--- config.mk ---
export PLATFORM = sky130hd
export DESIGN_NAME = axi_rr_arbiter
export DESIGN_NICKNAME = d
export VERILOG_FILES = /design/src/rtl/axi_rr_arbiter.sv
export SDC_FILE = /design/constraint.sdc
export NUM_CORES = 1
export LEC_CHECK = 0
export ABC_AREA = 1
export BUFFER_PORTS_ARGS = -buffer_cell sky130_fd_sc_hd__buf_2
export CAP_MARGIN = 20
export CORE_AREA = 8 8 217 219
export CTS_CLUSTER_DIAMETER = 200
export CTS_CLUSTER_SIZE = 12
export DETAILED_ROUTE_END_ITERATION = 6
export DIE_AREA = 0 0 225 227
export GPL_ROUTABILITY_DRIVEN = 0
export HOLD_SLACK_MARGIN = 0.02
export PLACE_DENSITY_LB_ADDON = 0.15
export SLEW_MARGIN = 15
export SYNTH_ARGS = -nofsm -noshare
export SYNTH_HDL_FRONTEND = slang
export SYNTH_SLANG_ARGS = --single-unit
--- constraint.sdc ---
create_clock -name clk -period 2.38 [get_ports clk]
set_input_delay 0 -clock clk [delete_from_list [all_inputs] [get_ports clk]]
set_output_delay 0 -clock clk [all_outputs]
set_load 0.01 [all_outputs]
--- src/rtl/axi_rr_arbiter.sv ---
// N-master to 1-slave AXI4 arbiter with independent round-robin read and write channels.
// Optional AXI_ARB_IDTAG_EN: slave IDs carry the grant index; mismatched responses are dropped and flagged on err_tag.
module axi_rr_arbiter #(
  parameter  int NUM_M  = 2,
  parameter  int ADDR_W = 32,
  parameter  int DATA_W = 32,
  parameter  int ID_W   = 4,
  localparam int GW     = (NUM_M > 1) ? $clog2(NUM_M) : 1,
`ifdef AXI_ARB_IDTAG_EN
  localparam int S_ID_W = ID_W + GW,
`else
  localparam int S_ID_W = ID_W,
`endif
  localparam int STRB_W = DATA_W / 8
) (
  input  logic                     clk,
  input  logic                     rst,
`ifdef AXI_ARB_IDTAG_EN
  output logic                     err_tag,
`endif
  // master AR / R
  input  logic [NUM_M*ADDR_W-1:0] m_araddr,
  input  logic [NUM_M*ID_W-1:0]   m_arid,
  input  logic [NUM_M*8-1:0]      m_arlen,
  input  logic [NUM_M*3-1:0]      m_arsize,
  input  logic [NUM_M*2-1:0]      m_arburst,
  input  logic [NUM_M-1:0]        m_arvalid,
  output logic [NUM_M-1:0]        m_arready,
  output logic [NUM_M*DATA_W-1:0] m_rdata,
  output logic [NUM_M*2-1:0]      m_rresp,
  output logic [NUM_M-1:0]        m_rlast,
  output logic [NUM_M*ID_W-1:0]   m_rid,
  output logic [NUM_M-1:0]        m_rvalid,
  input  logic [NUM_M-1:0]        m_rready,
  // master AW / W / B
  input  logic [NUM_M*ADDR_W-1:0] m_awaddr,
  input  logic [NUM_M*ID_W-1:0]   m_awid,
  input  logic [NUM_M*8-1:0]      m_awlen,
  input  logic [NUM_M*3-1:0]      m_awsize,
  input  logic [NUM_M*2-1:0]      m_awburst,
  input  logic [NUM_M-1:0]        m_awvalid,
  output logic [NUM_M-1:0]        m_awready,
  input  logic [NUM_M*DATA_W-1:0] m_wdata,
  input  logic [NUM_M*STRB_W-1:0] m_wstrb,
  input  logic [NUM_M-1:0]        m_wlast,
  input  logic [NUM_M-1:0]        m_wvalid,
  output logic [NUM_M-1:0]        m_wready,
  output logic [NUM_M*2-1:0]      m_bresp,
  output logic [NUM_M*ID_W-1:0]   m_bid,
  output logic [NUM_M-1:0]        m_bvalid,
  input  logic [NUM_M-1:0]        m_bready,
  // slave AR / R
  output logic [ADDR_W-1:0]       s_araddr,
  output logic [S_ID_W-1:0]       s_arid,
  output logic [7:0]              s_arlen,
  output logic [2:0]              s_arsize,
  output logic [1:0]              s_arburst,
  output logic                    s_arvalid,
  input  logic                    s_arready,
  input  logic [DATA_W-1:0]       s_rdata,
  input  logic [1:0]              s_rresp,
  input  logic                    s_rlast,
  input  logic [S_ID_W-1:0]       s_rid,
  input  logic                    s_rvalid,
  output logic                    s_rready,
  // slave AW / W / B
  output logic [ADDR_W-1:0]       s_awaddr,
  output logic [S_ID_W-1:0]       s_awid,
  output logic [7:0]              s_awlen,
  output logic [2:0]              s_awsize,
  output logic [1:0]              s_awburst,
  output logic                    s_awvalid,
  input  logic                    s_awready,
  output logic [DATA_W-1:0]       s_wdata,
  output logic [STRB_W-1:0]       s_wstrb,
  output logic                    s_wlast,
  output logic                    s_wvalid,
  input  logic                    s_wready,
  input  logic [1:0]              s_bresp,
  input  logic [S_ID_W-1:0]       s_bid,
  input  logic                    s_bvalid,
  output logic                    s_bready
);

  typedef enum logic [1:0] {R_IDLE, R_ADDR, R_DATA} r_state_t;
  typedef enum logic [1:0] {W_IDLE, W_XFER, W_RESP} w_state_t;

  r_state_t        r_rstate;
  w_state_t        r_wstate;
  logic [GW-1:0]   r_rg;
  logic [GW-1:0]   r_rptr;
  logic [GW-1:0]   r_wg;
  logic [GW-1:0]   r_wptr;
  logic            r_aw_done;
  logic            r_w_done;

  logic            w_r_tag_ok;
  logic            w_b_tag_ok;
  logic            w_ar_fire;
  logic            w_r_done;
  logic            w_aw_fire;
  logic            w_wlast_fire;
  logic            w_b_done;

  // First requester at or after ptr, scanning cyclically.
  function automatic logic [GW-1:0] rr_pick(input logic [NUM_M-1:0] req, input logic [GW-1:0] ptr);
    logic [GW-1:0] pick;
    logic          found;
    int            idx;
    pick  = ptr;
    found = 1'b0;
    for (int k = 0; k < NUM_M; k++) begin
      idx = (int'(ptr) + k) % NUM_M;
      if (!found && req[idx]) begin
        pick  = GW'(idx);
        found = 1'b1;
      end
    end
    return pick;
  endfunction

  function automatic logic [GW-1:0] rr_next(input logic [GW-1:0] g);
    return GW'((int'(g) + 1) % NUM_M);
  endfunction

`ifdef AXI_ARB_IDTAG_EN
  logic r_err_tag;
  assign w_r_tag_ok = (s_rid[S_ID_W-1 -: GW] == r_rg);
  assign w_b_tag_ok = (s_bid[S_ID_W-1 -: GW] == r_wg);
  assign err_tag    = r_err_tag;

  always_ff @(posedge clk or posedge rst) begin
    if (rst) begin
      r_err_tag <= 1'b0;
    end else begin
      r_err_tag <= ((r_rstate == R_DATA) && s_rvalid && !w_r_tag_ok) ||
                   ((r_wstate == W_RESP) && s_bvalid && !w_b_tag_ok);
    end
  end
`else
  assign w_r_tag_ok = 1'b1;
  assign w_b_tag_ok = 1'b1;
`endif

  // ---------------- read path ----------------
  always_comb begin
    // NOTE: every output gets a default before the state-dependent overrides, so no latch is inferred.
    s_araddr  = m_araddr[r_rg*ADDR_W +: ADDR_W];
`ifdef AXI_ARB_IDTAG_EN
    s_arid    = {r_rg, m_arid[r_rg*ID_W +: ID_W]};
`else
    s_arid    = m_arid[r_rg*ID_W +: ID_W];
`endif
    s_arlen   = m_arlen[r_rg*8 +: 8];
    s_arsize  = m_arsize[r_rg*3 +: 3];
    s_arburst = m_arburst[r_rg*2 +: 2];
    s_arvalid = (r_rstate == R_ADDR) && m_arvalid[r_rg];
    m_arready = '0;
    m_rdata   = '0;
    m_rresp   = '0;
    m_rlast   = '0;
    m_rid     = '0;
    m_rvalid  = '0;
    s_rready  = 1'b0;
    if (r_rstate == R_ADDR) begin
      m_arready[r_rg] = s_arready;
    end
    if (r_rstate == R_DATA) begin
      if (w_r_tag_ok) begin
        m_rdata[r_rg*DATA_W +: DATA_W] = s_rdata;
        m_rresp[r_rg*2 +: 2]           = s_rresp;
        m_rlast[r_rg]                  = s_rlast;
        m_rid[r_rg*ID_W +: ID_W]       = s_rid[ID_W-1:0];
        m_rvalid[r_rg]                 = s_rvalid;
        s_rready                       = m_rready[r_rg];
      end else begin
        s_rready = 1'b1;
      end
    end
  end

  assign w_ar_fire = s_arvalid && s_arready;
  assign w_r_done  = (r_rstate == R_DATA) && s_rvalid && s_rready && s_rlast && w_r_tag_ok;

  // NOTE: state registers use non-blocking assignments; only the FSM registers are reset.
  always_ff @(posedge clk or posedge rst) begin
    if (rst) begin
      r_rstate <= R_IDLE;
      r_rg     <= '0;
      r_rptr   <= '0;
    end else begin
      case (r_rstate)
        R_IDLE: if (|m_arvalid) begin
          r_rg     <= rr_pick(m_arvalid, r_rptr);
          r_rstate <= R_ADDR;
        end
        R_ADDR: if (w_ar_fire) r_rstate <= R_DATA;
        R_DATA: if (w_r_done) begin
          r_rptr   <= rr_next(r_rg);
          r_rstate <= R_IDLE;
        end
        default: r_rstate <= R_IDLE;
      endcase
    end
  end

  // ---------------- write path ----------------
  always_comb begin
    s_awaddr  = m_awaddr[r_wg*ADDR_W +: ADDR_W];
`ifdef AXI_ARB_IDTAG_EN
    s_awid    = {r_wg, m_awid[r_wg*ID_W +: ID_W]};
`else
    s_awid    = m_awid[r_wg*ID_W +: ID_W];
`endif
    s_awlen   = m_awlen[r_wg*8 +: 8];
    s_awsize  = m_awsize[r_wg*3 +: 3];
    s_awburst = m_awburst[r_wg*2 +: 2];
    s_awvalid = (r_wstate == W_XFER) && !r_aw_done && m_awvalid[r_wg];
    s_wdata   = m_wdata[r_wg*DATA_W +: DATA_W];
    s_wstrb   = m_wstrb[r_wg*STRB_W +: STRB_W];
    s_wlast   = m_wlast[r_wg];
    s_wvalid  = (r_wstate == W_XFER) && !r_w_done && m_wvalid[r_wg];
    m_awready = '0;
    m_wready  = '0;
    m_bresp   = '0;
    m_bid     = '0;
    m_bvalid  = '0;
    s_bready  = 1'b0;
    if (r_wstate == W_XFER) begin
      m_awready[r_wg] = s_awready && !r_aw_done;
      m_wready[r_wg]  = s_wready && !r_w_done;
    end
    if (r_wstate == W_RESP) begin
      if (w_b_tag_ok) begin
        m_bresp[r_wg*2 +: 2]     = s_bresp;
        m_bid[r_wg*ID_W +: ID_W] = s_bid[ID_W-1:0];
        m_bvalid[r_wg]           = s_bvalid;
        s_bready                 = m_bready[r_wg];
      end else begin
        s_bready = 1'b1;
      end
    end
  end

  assign w_aw_fire    = s_awvalid && s_awready;
  assign w_wlast_fire = s_wvalid && s_wready && s_wlast;
  assign w_b_done     = (r_wstate == W_RESP) && s_bvalid && s_bready && w_b_tag_ok;

  // AW and W complete independently; the response phase starts once both have.
  always_ff @(posedge clk or posedge rst) begin
    if (rst) begin
      r_wstate  <= W_IDLE;
      r_wg      <= '0;
      r_wptr    <= '0;
      r_aw_done <= 1'b0;
      r_w_done  <= 1'b0;
    end else begin
      case (r_wstate)
        W_IDLE: if (|m_awvalid) begin
          r_wg     <= rr_pick(m_awvalid, r_wptr);
          r_wstate <= W_XFER;
        end
        W_XFER: begin
          if ((r_aw_done || w_aw_fire) && (r_w_done || w_wlast_fire)) begin
            r_aw_done <= 1'b0;
            r_w_done  <= 1'b0;
            r_wstate  <= W_RESP;
          end else begin
            if (w_aw_fire)    r_aw_done <= 1'b1;
            if (w_wlast_fire) r_w_done  <= 1'b1;
          end
        end
        W_RESP: if (w_b_done) begin
          r_wptr   <= rr_next(r_wg);
          r_wstate <= W_IDLE;
        end
        default: r_wstate <= W_IDLE;
      endcase
    end
  end

endmodule

==> flow_summary.ini <==
[run_status]
status = completed

[critical_path]
slowest_stage = dfrtp_4
crit_family = buffers and inverters
crit_start = r_wg$_DFFE_PP0P_
worst-path-buf-inv = 3
worstSetupStartpointType = flop
crit_type = reg2out
r2r_start = r_wg$_DFFE_PP0P_
worstSetupEndpointType = primary output
cp_slowest_stage_delay_ns = 0.60
cp_cell_sequence = inv_2 -> buf_4 -> nand2_1 -> nor2_1 -> buf_2
cp_max_fo = 23
critPathRequiredTime_ns = 2.38
arrival_ns = 1.87

[route]
ant_nets = 0
wl_um = 26200
vias_per_cell = 3.28
num_vias = 5980
routedWlPerCell_um = 14.4
first_pass_iters = 4
drt_iter0_drc = 148
drcViolationCount = 0

[floorplanning]
die_w_um = 225
floorplan.rows = 77
ios = 572
start_util_pct = 6.69
core_area_mm2 = 0.0436
dieArea_mm2 = 0.0511
die_y_um = 227

[logic_synthesis]
synth_fa_ha_area_share_pct = 0
synthCells = 685
synth_ff_type = dfrtp_1
synth-seq-cells = 10
ys_seq_area_share_pct = 8.57
synthTopCellsByCount = nand2_1, nor2_1, inv_1
synth_area_mm2 = 0.00292
synth_fp_nets = 1017
yosysUniqueCellTypes = 25
synth_top_family_by_area = simple AND/OR/NAND/NOR gates
netlist.area_leader.share_pct = 55.8
synth_compound_area_share_pct = 2.96
synthMuxAreaShare_pct = 0
synth_edf_count = 0
synth.most_common_cell = nand2_1
ys_warn_count = 0
synth_simple_gate_area_share_pct = 72.5
synth_xor_area_share_pct = 0
yosys-top-cells-area = nand2_1, nor2_1, inv_1
post_synth.cell_area_avg_um2 = 4.26
ys_async_sr_fraction_pct = 100
synth_top_cell_by_area = nand2_1

[timing]
hold_viol = 0
setup_tns_ns = 0
worst_pin_slew_ns = 0.518
slew_viol_final = 0
clock_skew_ns = 0.00115
setup_viol = 0
timing.slew.headroom_pct = 65.5
fin_crit_sh_pct = 78.8
layout_min_cycle_time_ns = 1.87
fmax_ghz = 0.533
rsz0062_at_grt = false

[clock_tree]
cts_tree = built
clockBufferDepth = 2
clk_latency_ns = 0.24
clock-root-buffer = clkbuf_16
cts_num_sinks = 10
htreeDepth = 1
cts_setup_buffers = 0
cts_inserted_buffers = 3
clk_pin_slew_ns = 0.05

[run]
drv_cap = 0

[power_and_ir_drop]
powerDensity_mw_per_mm2 = 757
power.leakage_uw = 0.00454
ir_worst_vdd_v = 0.000224

[hold_path]
hp-start = s_bvalid
hold_class = in2reg

[cells_and_area]
syn2layout_area_growth_pct = 123
drive_gt1_share_pct = 48.6
final_nets = 1563
fin_area_mm2 = 0.00650

[place]
place_hpwl_um = 23300
port_buffers = 571
placed_area_mm2 = 0.00640

[global_route]
antenna_found_initial = 4
grt_pass1_wl_um = 35900
grt_pass1_vias = 6098
gr-total-overflow = 0
grt_max_degree = 73
grt.total_usage_pct = 9.10
==> path summary, 6_finish.rpt <==
| check | slack [ns] | to | cells after the start |
|---|---|---|---|
| setup / recovery | 0.51 | m_bresp[1] | 5 |
| hold / removal | 0.06 | r_wptr$_DFFE_PP0P_ | 3 |
| setup reg to reg | 0.73 | r_wptr$_DFFE_PP0P_ | 7 |
| hold reg to reg | 0.52 | r_rptr$_DFFE_PP0P_ | 2 |
| max in group asynchronous | 1.61 | r_wg$_DFFE_PP0P_ | 3 |
| min in group asynchronous | 0.39 | r_rptr$_DFFE_PP0P_ | 3 |
==> worst register-to-register path: stages (launching register included) <==
cell and delay, ns:
dfrtp_4 0.60, inv_2 0.23, buf_4 0.28, o21ai_1 0.12, nor2_2 0.13, nand2_2 0.08
nand2_1 0.06, o21ai_1 0.05
==> state kept, by name (all words and copies together), names as in the netlist <==
register,flops
r_rg,1
r_w_done,1
r_rstate,2
r_rptr,1
r_aw_done,1
r_wptr,1
r_wg,1
r_wstate,2
==> metal layers <==
metal	up-vias	GRT usage, %	part of all wire (%)
met2	361	17.9	53
met1	2530	8.69	34
li1	3069	-	-
met5	-	0	0.046
met3	18	3.58	11
met4	2	2.30	1.8
==> per-stage QoR <==
step | worst slack [ns] | power, uW | hold slack, ns | cells | util (%)
2_1_floorplan | 1.18 | 2740 | -0.160 | 685 | -
3_3_place_gp | 0.659 | 4780 | 0.102 | 1817 | 14.7
3_5_place_dp | 0.693 | 4710 | 0.103 | 1817 | 14.7
4_1_cts | 0.418 | 5100 | 0.0519 | 1822 | 14.9
5_1_grt | 0.302 | 5480 | 0.0608 | 1823 | 14.9
6_report | 0.505 | 4920 | 0.0578 | 1824 | 14.9
==> where the power goes <==
group	switching, uW	internal, uW	total (uW)
registers	115	261	376
logic	2700	1500	4200
clock network	92.4	254	346
total	2910	2010	4920
==> cells in the final DEF, fill, tap and decap left out, drive strengths merged <==
master	count
a21boi	1
a21o	1
a21oi	4
a22oi	1
buf	579
clkbuf	4
clkinv	1
dfrtp	10
diode	2
dlygate4sd3	1
inv	70
nand2	436
nand3	4
nor2	106
nor3	6
nor4	1
o21ai	3
o32ai	2
==> area by class of cell <==
cell class	count	area, um2
clock buffer	4	88.8
multi-input combinational	565	2200
timing repair buffer	580	2940
fill	5229	37100
antenna	2	5.00
inverter	71	268
tap	592	741
sequential	10	255
==> kinds of logic after synthesis <==
group                  count (synthesis)
AO/OA/AOI/OAI                         12
AND/OR/NAND/NOR                      553
flip-flops                            10
buffers and inverters                110
==> timing repair <==
action,in CTS,in global routing
hold buffers,1,0
resized for setup,0,0
hold endpoints to repair,10,0
Power figures use the tool's default switching activity.
